### src/rtl/imem_loader.sv
// Debug-side instruction memory loader: assembles big-endian words from UART bytes.
// Optional LOADER_CHECKSUM_EN adds an XOR checksum byte check after the HALT word.
`ifndef ADDRWIDTH
`define ADDRWIDTH 10
`endif
`ifndef N_ELEMENTS
`define N_ELEMENTS 1024
`endif

module imem_loader #(
    parameter int                 NB_INST    = 32,
    parameter int                 NB_ADDR    = `ADDRWIDTH,
    parameter int                 MEM_DEPTH  = `N_ELEMENTS,
    parameter logic [NB_INST-1:0] HALT_INSTR = 32'hFC000000
) (
    input  logic               i_clk,
    input  logic               i_reset,
    input  logic               i_start,
    input  logic [7:0]         i_rx_data,
    input  logic               i_rx_valid,
    output logic               o_debug_unit,
    output logic               o_mem_wen,
    output logic [NB_ADDR-1:0] o_wr_addr,
    output logic [NB_INST-1:0] o_mem_data,
    output logic [NB_ADDR:0]   o_words_loaded,
    output logic               o_load_done,
`ifdef LOADER_CHECKSUM_EN
    output logic               o_chk_err,
`endif
    output logic               o_overflow
);

`ifdef LOADER_CHECKSUM_EN
    typedef enum logic [2:0] {
        IDLE, LOAD, WRITE, DONE, ERR, CHECK
    } state_t;
`else
    typedef enum logic [2:0] {
        IDLE, LOAD, WRITE, DONE, ERR
    } state_t;
`endif

    localparam logic [1:0]         LAST_BYTE = 2'(NB_INST / 8 - 1);
    localparam logic [NB_ADDR-1:0] LAST_ADDR = NB_ADDR'(MEM_DEPTH - 1);
    localparam logic [NB_ADDR-1:0] ADDR_ONE  = 1;
    localparam logic [NB_ADDR:0]   WORD_ONE  = 1;

    state_t               state;
    state_t               state_d;
    logic [NB_INST-1:0]   buffer;
    logic [1:0]           byte_cnt;
    logic [NB_ADDR-1:0]   addr;
    logic                 accept;
    logic                 start;
`ifdef LOADER_CHECKSUM_EN
    logic [7:0]           acc;
`endif

    always_ff @(posedge i_clk or posedge i_reset) begin
        if (i_reset) begin
            state <= IDLE;
        end else begin
            state <= state_d;
        end
    end

    always_comb begin
        state_d      = state;
        accept       = 1'b0;
        start        = 1'b0;
        o_debug_unit = 1'b0;
        o_mem_wen    = 1'b0;
        unique case (state)
            IDLE, DONE, ERR: begin
                if (i_start) begin
                    start   = 1'b1;
                    state_d = LOAD;
                end
            end
            LOAD: begin
                o_debug_unit = 1'b1;
                if (i_rx_valid) begin
                    accept = 1'b1;
                    if (byte_cnt == LAST_BYTE) begin
                        state_d = WRITE;
                    end
                end
            end
            WRITE: begin
                o_debug_unit = 1'b1;
                o_mem_wen    = 1'b1;
                if (o_mem_data == HALT_INSTR) begin
`ifdef LOADER_CHECKSUM_EN
                    state_d = CHECK;
`else
                    state_d = DONE;
`endif
                end else if (addr == LAST_ADDR) begin
                    state_d = ERR;
                end else begin
                    // byte counter is already back at 0 here
                    state_d = LOAD;
                    accept  = i_rx_valid;
                end
            end
`ifdef LOADER_CHECKSUM_EN
            CHECK: begin
                o_debug_unit = 1'b1;
                if (i_rx_valid) begin
                    state_d = (i_rx_data == acc) ? DONE : ERR;
                end
            end
`endif
            default: state_d = IDLE;
        endcase
    end

    always_ff @(posedge i_clk or posedge i_reset) begin
        if (i_reset) begin
            buffer         <= '0;
            byte_cnt       <= '0;
            addr           <= '0;
            o_wr_addr      <= '0;
            o_mem_data     <= '0;
            o_words_loaded <= '0;
            o_load_done    <= 1'b0;
            o_overflow     <= 1'b0;
`ifdef LOADER_CHECKSUM_EN
            acc            <= '0;
            o_chk_err      <= 1'b0;
`endif
        end else begin
            if (start) begin
                addr           <= '0;
                byte_cnt       <= '0;
                o_words_loaded <= '0;
                o_load_done    <= 1'b0;
                o_overflow     <= 1'b0;
`ifdef LOADER_CHECKSUM_EN
                acc            <= '0;
                o_chk_err      <= 1'b0;
`endif
            end
            if (accept) begin
                buffer   <= {buffer[NB_INST-9:0], i_rx_data};
                byte_cnt <= byte_cnt + 2'd1;
`ifdef LOADER_CHECKSUM_EN
                acc      <= acc ^ i_rx_data;
`endif
                // latch the write port on the last byte so WRITE sees it
                if (byte_cnt == LAST_BYTE) begin
                    o_wr_addr  <= addr;
                    o_mem_data <= {buffer[NB_INST-9:0], i_rx_data};
                end
            end
            if (state == WRITE) begin
                o_words_loaded <= o_words_loaded + WORD_ONE;
                if (state_d == LOAD) begin
                    addr <= addr + ADDR_ONE;
                end
                if (state_d == ERR) begin
                    o_overflow <= 1'b1;
                end
            end
            if (state_d == DONE && state != DONE) begin
                o_load_done <= 1'b1;
            end
`ifdef LOADER_CHECKSUM_EN
            if (state == CHECK && state_d == ERR) begin
                o_chk_err <= 1'b1;
            end
`endif
        end
    end

endmodule

### config.mk
export PLATFORM = sky130hd
export DESIGN_NAME = imem_loader
export DESIGN_NICKNAME = d
export VERILOG_FILES = /design/src/rtl/imem_loader.sv
export SDC_FILE = /design/constraint.sdc
export NUM_CORES = 1
export LEC_CHECK = 0
export ABC_AREA = 1
export BUFFER_PORTS_ARGS = -buffer_cell sky130_fd_sc_hd__buf_2
export CAP_MARGIN = 10
export CORE_ASPECT_RATIO = 2
export CORE_MARGIN = 2
export CORE_UTILIZATION = 45
export CTS_CLUSTER_SIZE = 20
export DETAILED_ROUTE_END_ITERATION = 8
export PLACE_DENSITY_LB_ADDON = 0.12
export SLEW_MARGIN = 0
export SYNTH_ARGS = -nofsm -noshare
export SYNTH_HDL_FRONTEND = slang
export SYNTH_SLANG_ARGS = --single-unit
### constraint.sdc
create_clock -name i_clk -period 8.1 [get_ports i_clk]
set_clock_uncertainty 0.2 [all_clocks]
set_input_delay 1.62 -clock i_clk [delete_from_list [all_inputs] [get_ports i_clk]]
set_output_delay 1.62 -clock i_clk [all_outputs]
set_load 0.005 [all_outputs]
==> run_results.csv <==
group,metric,value,unit
drt,via_per_inst,5.01,
cells_and_area,area_delta_synth_final,15.7,%
yosys,synth_seq_cells,94,
worst_setup_path,crit_path_max_incr_delay,800,ps
drt,drt_iter0_drc,275,
yosys,synthSimpleGateAreaFrac,34.0,%
global_routing,grt_max_degree,70,
power_and_ir_drop,powerDensity,339,mW/mm2
clocking,cts_buffers,9,
sta,slew_viol_final,0,
global_routing,top_usage_layer,"met2",
power_and_ir_drop,irDropWorstVdd,0.149,mV
cells_and_area,utilization,53.1,%
worst_hold_path,min_path_type,"flop to flop",
power_and_ir_drop,p_leak,2.89,nW
drt,routed_wl,10.7,mm
clocking,root_buffer,"clkbuf_16",
worst_setup_path,critPathMostFrequentCell,"nand2_1",
placement,gp_congestion,0.838,
floorplanning,fp.coreArea,0.00970,mm2
cells_and_area,nFillCells,974,
floorplanning,rows,51,
clocking,h-tree-depth,3,
clocking,cts_sinks,94,
clocking,cts_setup_buffers,0,
job,maxCapViolations,0,
worst_setup_path,crit_path_top_delay_cell,"nand2_4",
sta,setup_viol,0,
run_status,outcome,"completed",
worst_setup_path,critPathArrivalTime,4030,ps
clocking,hold_buffers,0,
cells_and_area,diodes,0,
floorplanning,initial_core_util,45.9,%
yosys,netlist_instances,566,
floorplanning,fp.dieH,145,um
drt,drc,0,
power_and_ir_drop,power_frac_clock,26.3,%
sta,rsz0062_at_grt,"false",
global_routing,overflow,0,
drt,ant_nets,0,
sta,worstMarginPinSlew,922,ps
worst_setup_path,path_delay_family,"simple AND/OR/NAND/NOR gates",
power_and_ir_drop,p_int,1.12,mW
global_routing,use_met3,4.16,%
placement,port_buffers,68,
power_and_ir_drop,netSwitchingPower,0.634,mW
global_routing,grt_pass1_vias,3629,
cells_and_area,drive_gt1_share,14.9,%
drt,wire_per_inst,14.2,um
worst_setup_path,critPathKind,"input port to flop",
yosys,syn_area,0.00445,mm2
sta,hold_viol,0,
yosys,synth_seq_area_share,52.8,%
floorplanning,top_level_ports,69,
placement,hpwl,7.54,mm
yosys,yosysWarnings,0,
worst_setup_path,cp_max_fo,69,
worst_setup_path,cp-end-kind,"flop",
sta,clock.fmax,0.250,GHz
global_routing,grt_usage,21.4,%
drt,first_pass_iters,5,
worst_setup_path,worstSetupStartpointType,"input port",
sta,finalCriticalPeriod,4000,ps
worst_setup_path,worstPathCellList,"buf_2 > nand2_1 > nand2_4 > nand2_2 > nand2_1 > nand2_1",
global_routing,grt_pass1_wl,17.5,mm
yosys,synthMuxAreaShare,0,%
cells_and_area,layout.nets,636,
clocking,insertion_delay,350,ps
yosys,synth.distinct_cells,29,
power_and_ir_drop,combinationalPowerShare,29.6,%
yosys,synth_xor_area_share,1.57,%
power_and_ir_drop,seqPwrFrac,44.1,%
sta,post-route-period-util,49.3,%
yosys,synth_top_family_by_area,"simple AND/OR/NAND/NOR gates",
sta,relSlewSlack,38.4,%
yosys,synth_fa_ha_area_share,0.843,%
drt,via_count,3796,
global_routing,met1_usage,24.3,%
worst_setup_path,cp.buffers_inverters,1,
power_and_ir_drop,p_sw_share,36.2,%
clocking,clk_pin_slew,60,ps
worst_setup_path,required,8130,ps
global_routing,grtUsageMet2,39.5,%
clocking,cts_tree,"done",
global_routing,antenna_found_initial,0,
clocking,cts.path.max_buffers,2,
floorplanning,die_w,74.4,um
sta,finalSetupTns,0,ps
yosys,syn_nets,581,
floorplanning,die_area,0.0108,mm2
yosys,syn_avg_cell_area,7.87,um2
clocking,cts_resized,0,
yosys,synth_compound_area_share,2.70,%
-- cell usage after synthesis --
library cell,number,area (um2)
nand3_2,1,10.0
nor3_2,1,10.0
nor2_1,36,135
o32ai_1,1,8.76
clkbuf_1,10,37.5
clkinv_1,1,3.75
nand3_1,92,460
a22o_1,1,8.76
o31ai_1,1,7.51
buf_2,8,40.0
o211ai_1,2,15.0
inv_1,54,203
nand2_2,2,12.5
xor2_1,5,43.8
nand4_1,6,37.5
inv_2,2,7.51
buf_6,3,33.8
ha_1,3,37.5
nand3_4,1,17.5
nand3b_1,1,7.51
nor3_1,2,10.0
buf_1,1,3.75
buf_4,4,30.0
nand2_1,214,803
o21ai_0,12,60.1
dfrtp_1,94,2350
xnor2_1,3,26.3
nand2_4,1,11.3
a21oi_1,4,20.0
-- layer usage --
layer	part of all wire, %	up-vias
met5	0	-
met4	1.4	0
met3	3.0	11
met2	57	78
met1	38	1827
li1	-	1880
-- tightest hold or removal path: cells and delay by family, from the launching register on --
kind / cells / cell delay, ps
AND/OR/NAND/NOR: 2 / 100
flip-flops: 1 / 340
-- flip-flops by register name, summed over array words and instances (netlist names) --
name,flops
o_overflow,1
buffer,24
state,3
addr,10
o_load_done,1
o_words_loaded,11
byte_cnt,2
o_wr_addr,10
o_mem_data,32
-- worst paths after layout --
path	startpoint	end	slack, ps	depth (start not counted)
worst max register to register	addr[0]	o_wr_addr[1]	4410	11
max in group asynchronous	i_reset	o_wr_addr[2]	5390	3
min in group asynchronous	i_reset	o_mem_data[27]	1130	2
worst min-delay path	o_wr_addr[5]	o_wr_addr[5]	270	2
worst max-delay path	i_rx_valid	o_wr_addr[1]	4100	6
worst min register to register	o_wr_addr[5]	o_wr_addr[5]	270	2
-- metrics by stage --
step / total power, mW / hold WS [ps] / area, um2 / setup WS (ps) / cells
6_report: 1.75 / 269 / 5150 / 4100 / 757
5_1_grt: 1.88 / 294 / 5150 / 3830 / 757
4_1_cts: 1.77 / 272 / 5150 / 4100 / 757
3_5_place_dp: 1.31 / 258 / 4830 / 3760 / 742
3_3_place_gp: 1.29 / 256 / 4830 / 3810 / 742
2_1_floorplan: 1.11 / 265 / 4450 / 3830 / 566
-- kinds of logic after synthesis --
kind of cell             after synthesis
AND/OR/NAND/NOR                      357
flip-flops                            94
buffers and inverters                 83
AO/OA/AOI/OAI                         21
XOR/XNOR                               8
adder cells (fa/ha/maj)                3
-- final cells by class --
| type | count | area (um2) | share of cell area [%] |
|---|---|---|---|
| clock inverter | 3 | 67.6 | 1.31 |
| timing repair buffer | 70 | 355 | 6.89 |
| clock buffer | 12 | 256 | 4.98 |
| inverter | 57 | 215 | 4.17 |
| multi-input combinational | 389 | 1740 | 33.8 |
| tap | 132 | 165 | 3.20 |
| sequential | 94 | 2350 | 45.6 |
-- layout by cell type, fill, tap and decap left out --
master and n:
nand4_1 6, inv_2 2, a21oi_1 4, clkinvlp_4 1
nor3_2 1, nand3b_1 1, nand3_1 92, nor2_1 36
o21ai_0 12, nor3_1 2, xor2_1 5, buf_2 68
clkbuf_16 9, o211ai_1 2, clkbuf_1 1, clkinv_1 1
dfrtp_1 94, clkbuf_8 2, ha_1 3, nand2_2 2
xnor2_1 3, nand2_4 1, nand3_2 1, a22o_1 1
clkinv_2 1, o31ai_1 1, nand2_1 214, inv_1 53
nand3_4 1, o32ai_1 1, buf_4 2, bufinv_16 2
-- power groups by stage --
stage	Clock, mW	Sequential, mW	Combinational [mW]
global route	0.487	0.795	0.600
detailed placement	0	0.779	0.528
finish	0.461	0.771	0.517
CTS	0.467	0.771	0.531
floorplan	0	0.753	0.354
global placement	0	0.774	0.515
No activity file was read; power rests on OpenSTA's default activity.
